$ cat src/rtl/dmem_arb_pkg.sv
// Shared types and constants for the data-memory arbiter (dmem_arbiter and arb_wait_counter).
package dmem_arb_pkg;

  typedef enum logic [1:0] {
    IDLE     = 2'd0,
    HOST_RSP = 2'd1,
    HOST_ACK = 2'd2
  } arb_state_e;

  localparam int unsigned MAX_WAIT_DEFAULT = 4;
  localparam int unsigned STAT_W           = 32;

  // Bits needed to hold 0..limit, never less than one.
  function automatic int unsigned cnt_width(input int unsigned limit);
    return (limit < 1) ? 1 : $clog2(limit + 1);
  endfunction

endpackage

$ cat src/rtl/arb_wait_counter.sv
// Saturating up-counter with synchronous clear; at_limit flags cnt == LIMIT.
module arb_wait_counter #(
  parameter int unsigned   W     = 1,
  parameter logic [W-1:0]  LIMIT = '1
) (
  input  logic         clk,
  input  logic         arst,
  input  logic         clr,
  input  logic         inc,
  output logic [W-1:0] cnt,
  output logic         at_limit
);

  logic [W-1:0] cnt_q, cnt_d;

  always_comb begin
    cnt_d = cnt_q;
    if (clr) begin
      cnt_d = '0;
    end else if (inc && (cnt_q != LIMIT)) begin
      cnt_d = cnt_q + W'(1);
    end
  end

  always_ff @(posedge clk or posedge arst) begin
    if (arst) begin
      cnt_q <= '0;
    end else begin
      cnt_q <= cnt_d;
    end
  end

  assign cnt      = cnt_q;
  assign at_limit = (cnt_q == LIMIT);

endmodule

$ cat src/rtl/dmem_arbiter.sv
// Shares the data-memory port between the CPU MEM stage (priority) and a host port.
// Optional DMEM_ARB_STATS_EN adds saturating host-grant and cpu-stall counters.
module dmem_arbiter
  import dmem_arb_pkg::*;
#(
  parameter int unsigned ADDR_W   = 64,
  parameter int unsigned DATA_W   = 64,
  parameter int unsigned MAX_WAIT = MAX_WAIT_DEFAULT,
  localparam int unsigned WAIT_W  = cnt_width(MAX_WAIT)
) (
  input  logic              clk,
  input  logic              arst,
  input  logic              cpu_ren,
  input  logic              cpu_wen,
  input  logic [ADDR_W-1:0] cpu_addr,
  input  logic [DATA_W-1:0] cpu_wdata,
  output logic [DATA_W-1:0] cpu_rdata,
  output logic              cpu_stall,
  input  logic              host_req,
  input  logic              host_wen,
  input  logic [ADDR_W-1:0] host_addr,
  input  logic [DATA_W-1:0] host_wdata,
  output logic              host_ack,
  output logic [DATA_W-1:0] host_rdata,
  output logic [ADDR_W-1:0] mem_addr,
  output logic              mem_wen,
  output logic              mem_ren,
  output logic [DATA_W-1:0] mem_wdata,
  input  logic [DATA_W-1:0] mem_rdata,
  output logic [1:0]        dbg_state,
  output logic [WAIT_W-1:0] dbg_wait_cnt
`ifdef DMEM_ARB_STATS_EN
  ,
  output logic [STAT_W-1:0] stat_host_grants,
  output logic [STAT_W-1:0] stat_cpu_stalls
`endif
);

  localparam logic [WAIT_W-1:0] WAIT_LIM = WAIT_W'(MAX_WAIT);

  // Host handshake: host_req and its fields stay stable from assertion until the
  // one-cycle host_ack pulse; the host drops host_req the cycle after the ack.
  arb_state_e        state_q, state_d;
  logic              host_ack_q, host_ack_d;
  logic [DATA_W-1:0] host_rdata_q, host_rdata_d;
  logic              host_wr_q, host_wr_d;

  logic              cpu_req;
  logic              host_grant;
  logic              wait_inc;
  logic              wait_at_limit;
  logic [WAIT_W-1:0] wait_cnt;

  assign cpu_req    = cpu_ren | cpu_wen;
  assign host_grant = (state_q == IDLE) && host_req && (!cpu_req || wait_at_limit);
  assign wait_inc   = (state_q == IDLE) && host_req && cpu_req && !host_grant;

  arb_wait_counter #(
    .W     (WAIT_W),
    .LIMIT (WAIT_LIM)
  ) u_wait_cnt (
    .clk      (clk),
    .arst     (arst),
    .clr      (host_grant),
    .inc      (wait_inc),
    .cnt      (wait_cnt),
    .at_limit (wait_at_limit)
  );

  always_comb begin
    mem_addr  = cpu_addr;
    mem_wdata = cpu_wdata;
    mem_ren   = cpu_ren;
    mem_wen   = cpu_wen;
    cpu_stall = 1'b0;
    if (host_grant) begin
      mem_addr  = host_addr;
      mem_wdata = host_wdata;
      mem_ren   = !host_wen;
      mem_wen   = host_wen;
      cpu_stall = cpu_req;
    end
  end

  // A CPU read issued in HOST_RSP returns in HOST_ACK, after the host capture.
  always_comb begin
    state_d      = state_q;
    host_ack_d   = 1'b0;
    host_rdata_d = host_rdata_q;
    host_wr_d    = host_wr_q;
    case (state_q)
      IDLE: begin
        if (host_grant) begin
          state_d   = HOST_RSP;
          host_wr_d = host_wen;
        end
      end
      HOST_RSP: begin
        state_d      = HOST_ACK;
        host_ack_d   = 1'b1;
        host_rdata_d = host_wr_q ? '0 : mem_rdata;
      end
      HOST_ACK: state_d = IDLE;
      default:  state_d = IDLE;
    endcase
  end

  always_ff @(posedge clk or posedge arst) begin
    if (arst) begin
      state_q      <= IDLE;
      host_ack_q   <= 1'b0;
      host_rdata_q <= '0;
      host_wr_q    <= 1'b0;
    end else begin
      state_q      <= state_d;
      host_ack_q   <= host_ack_d;
      host_rdata_q <= host_rdata_d;
      host_wr_q    <= host_wr_d;
    end
  end

  assign cpu_rdata    = mem_rdata;
  assign host_ack     = host_ack_q;
  assign host_rdata   = host_rdata_q;
  assign dbg_state    = state_q;
  assign dbg_wait_cnt = wait_cnt;

`ifdef DMEM_ARB_STATS_EN
  logic grants_full, stalls_full;

  arb_wait_counter #(
    .W     (STAT_W),
    .LIMIT ('1)
  ) u_stat_grants (
    .clk      (clk),
    .arst     (arst),
    .clr      (1'b0),
    .inc      (host_grant & ~grants_full),
    .cnt      (stat_host_grants),
    .at_limit (grants_full)
  );

  arb_wait_counter #(
    .W     (STAT_W),
    .LIMIT ('1)
  ) u_stat_stalls (
    .clk      (clk),
    .arst     (arst),
    .clr      (1'b0),
    .inc      (cpu_stall & ~stalls_full),
    .cnt      (stat_cpu_stalls),
    .at_limit (stalls_full)
  );
`endif

endmodule
$ cat config.mk
export PLATFORM = sky130hd
export DESIGN_NAME = dmem_arbiter
export DESIGN_NICKNAME = d
export VERILOG_FILES = /design/src/rtl/dmem_arb_pkg.sv /design/src/rtl/arb_wait_counter.sv /design/src/rtl/dmem_arbiter.sv
export SDC_FILE = /design/constraint.sdc
export NUM_CORES = 1
export LEC_CHECK = 0
export BUFFER_PORTS_ARGS = -buffer_cell sky130_fd_sc_hd__buf_2
export CORE_AREA = 2 2 227 229
export CTS_CLUSTER_SIZE = 28
export DETAILED_ROUTE_END_ITERATION = 10
export DIE_AREA = 0 0 229 231
export MAX_ROUTING_LAYER = met4
export PLACE_DENSITY_LB_ADDON = 0.15
export SYNTH_ARGS = -nofsm -noshare
export SYNTH_HDL_FRONTEND = slang
export SYNTH_SLANG_ARGS = --single-unit
$ cat constraint.sdc
create_clock -name clk -period 2.6 [get_ports clk]
set_clock_uncertainty 0.1 [all_clocks]
set_input_delay 0.39 -clock clk [delete_from_list [all_inputs] [get_ports clk]]
set_output_delay 0.39 -clock clk [all_outputs]
set_load 0.02 [all_outputs]
==> impl_metrics.toml <==
[logic_synthesis]
synth_area_per_cell_sq_um = 10.4
synth.distinct_cells = 22
yosysSeqAreaShare_pct = 33.2
post-synth-top-count-cell = "sky130_fd_sc_hd__mux2_4"
synth_flop_cell = "sky130_fd_sc_hd__dfrtp_1"
yosys-top-cells-area = "sky130_fd_sc_hd__dfrtp_1, sky130_fd_sc_hd__mux2_4, sky130_fd_sc_hd__mux2_2"
fraction_of_synthesized_cell_area_taken_by_the_top_area_cell_type_pct = 33.2
synth_top_cells_by_count = "sky130_fd_sc_hd__mux2_4, sky130_fd_sc_hd__dfrtp_1, sky130_fd_sc_hd__nand2b_1"
postSynthCellCount = 516
synth_top_cell_by_area = "sky130_fd_sc_hd__dfrtp_1"
synth-seq-cells = 71
syn_nets = 844
synth_enable_flop_cells = 0
async_reset_ff_share_pct = 100
netlist_area_sq_mm = 0.00535
yosys_warnings = 0

[cts]
ctsHtreeMaxLevel = 3
insertion_delay_ns = 0.35
clock_tree_from_tritoncts = "yes"
clock_pin_transition_on_the_worst_setup_and_hold_timing_paths_ns = 0.07
cts.root.buffer_cell = "sky130_fd_sc_hd__clkbuf_16"
clk_path_buf_depth = 2
clock_sinks = 71
number_of_buffers_inserted_during_clock_tree_synthesis = 9

[critical_path]
timing.critical_path.arrival_ns = 2.04
crit_chain = "nor3b_4 > buf_12 > nand2_8 > buf_12 > mux2_4 > buf_2"
crit_path_max_incr_delay_ns = 0.43
cp_slowest_cell = "sky130_fd_sc_hd__dfrtp_2"
critPathMostFrequentCell = "sky130_fd_sc_hd__buf_12"
worst-path-buf-inv = 3
cp_top_family = "buffers and inverters"
setup.worst_path.end_class = "output pin"
path_max_fanout = 15
startpoint_type = "flop"
timing.setup.critical_path_class = "flop to output pin"
required_ns = 2.11

[placement]
gp_congestion = 0.847
dpl_worst_slack_ns = 0.0825
dp_hpwl_um = 27600
placedInstanceArea_sq_mm = 0.00873
port_buffers = 590

[job]
max_cap_violations = 0

[timing]
timing.setup.tns_ns = 0
layout_setup_ws_ns = 0.0660
final-hold-violation-count = 0
post-route-period-util_pct = 97.5
fmaxAchievable_mhz = 395
rsz0062_at_grt = "yes"
layout_min_cycle_time_ns = 2.53
setup_viol_count_final = 0
timing_worst_slew_pin_value_ns = 0.535
relSlewSlack_pct = 64.4
final_max_slew_viol_count = 0
hold-worst-slack_ns = 0.185

[die]
num_io_pins = 591
dieHeight_um = 231
placement_rows = 83
die_width_um = 229
coreArea_sq_mm = 0.0507
die-area_sq_mm = 0.0529
initial_utilization_pct = 10.6

[final_layout]
drive_above_1_share_pct = 73.9
number_of_inserted_filler_cells_in_the_final_layout = 5780
final_instance_area_sq_mm = 0.00937
final_nets = 1379
area_growth_syn_to_layout_pct = 75.2

[detailed_routing]
routed_via_density = 3.28
drt_first_pass_iters = 4
totalWireLength_um = 32200
wl_per_cell_um = 18.5
drt_initial_violations = 194
detail_route.drc_violations = 0
via_count = 5709
antenna_left = 0

[power]
post_layout_total_power_mw = 7.79
peakVddDrop_mv = 0.262
cellLeakagePower_nw = 5.13
power-per-cell-area_mw_per_mm2 = 832

[global_route]
grt.overflow.total = 0
grt_start_max_net_pins = 76
wire_length_of_the_first_global_routing_pass_um = 42900
grt_pass1_vias = 5729
grt.met2_usage_pct = 18.6
grt.met3_usage_pct = 4.69
globalRouteMet1Util_pct = 14.2
global_route.peak_usage_layer = "met2"
grt.total_usage_pct = 11.9
grt_antenna_before_repair = 4

[hold_path]
timing.hold.worst.class = "primary input to flop"

[outcome]
status = "complete, no violations"
==> cell families (layout without fill, tap and decap cells) <==
kind of cell,count (synthesis),in the layout,share of synthesized area [%]
DFF,71,71,33.2
buffers and inverters,106,645,13.4
muxes,131,131,33.1
adders and majority gates,2,2,0.468
other,0,2,0
AOI/OAI and AO/OA,70,70,6.76
and+or+nand+nor,136,137,13.1
==> layer usage <==
metal	wire length [um]	vias up
met2	15300	315
li1	-	2743
met1	13100	2635
met4	495	0
met3	3300	16
met5	0	-
==> power by group <==
| part | switching [mW] | internal (mW) | total (mW) |
|---|---|---|---|
| logic | 2.60 | 1.86 | 4.45 |
| clock network | 0.562 | 0.848 | 1.41 |
| registers | 0.323 | 1.61 | 1.93 |
==> path summary, 6_finish.rpt <==
path | from | end | slack, ns | depth (start not counted)
hold / removal | mem_rdata[19] | host_rdata[19]$_DFFE_PP0P_ | 0.19 | 3
setup reg to reg | dbg_state[0]$_DFFE_PP0P_ | host_wr_q$_DFFE_PP0P_ | 0.98 | 5
hold reg to reg | host_rdata[57]$_DFFE_PP0P_ | host_rdata[57]$_DFFE_PP0P_ | 0.37 | 2
min in group asynchronous | arst | host_rdata[61]$_DFFE_PP0P_ | 0.46 | 3
setup / recovery | dbg_state[0]$_DFFE_PP0P_ | mem_wdata[55] | 0.07 | 6
max in group asynchronous | arst | host_wr_q$_DFFE_PP0P_ | 1.38 | 4
==> layout by cell type, fill, tap and decap left out, types with 4 or more instances in the layout <==
cell type,instances
sky130_fd_sc_hd__buf_2,573
sky130_fd_sc_hd__mux2_4,80
sky130_fd_sc_hd__dfrtp_1,69
sky130_fd_sc_hd__nand2b_1,64
sky130_fd_sc_hd__nand2_1,64
sky130_fd_sc_hd__o21ai_0,64
sky130_fd_sc_hd__mux2_2,51
sky130_fd_sc_hd__buf_4,25
sky130_fd_sc_hd__buf_6,11
sky130_fd_sc_hd__clkbuf_16,10
sky130_fd_sc_hd__buf_12,8
sky130_fd_sc_hd__inv_1,4
==> state kept, by name, indices dropped and copies added, names as in the netlist <==
name / cells
u_wait_cnt.cnt: 3
host_rdata: 64
host_ack: 1
host_wr_q: 1
dbg_state: 2
==> final cells by class <==
| type | instances | area, sq um | area share (%) |
|---|---|---|---|
| Timing Repair Buffer | 622 | 3440 | 36.8 |
| Multi-Input combinational cell | 340 | 2940 | 31.4 |
| Sequential cell | 71 | 1780 | 19.0 |
| Tap cell | 680 | 851 | 9.08 |
| Clock buffer | 10 | 229 | 2.44 |
| Clock inverter | 6 | 93.8 | 1.00 |
| Inverter | 7 | 27.5 | 0.294 |
| Antenna cell | 2 | 5.00 | 0.0534 |
==> timing repair <==
| item | CTS | global route |
|---|---|---|
| setup buffers | 11 | 0 |
| endpoints found under the hold margin | 16 | 0 |
| cloned | 2 | 1 |
| hold buffers | 1 | 0 |
| resized for setup | 13 | 33 |
| endpoints found under the setup margin | 130 | 33 |
| pin swaps | 3 | 1 |
==> metrics by stage <==
step | util (%) | cells
after global routing | 18.5 | 1738
final | 18.5 | 1738
after floorplan | - | 516
after CTS | 18.2 | 1736
after global placement | 17.2 | 1706
after detailed placement | 17.2 | 1706
==> tightest hold or removal path: cells and delay by family <==
family | cells | cell delay [ns]
buf+inv | 1 | 0.10
compound gates | 1 | 0.06
simple gates | 1 | 0.05
Power figures use the tool's default switching activity.
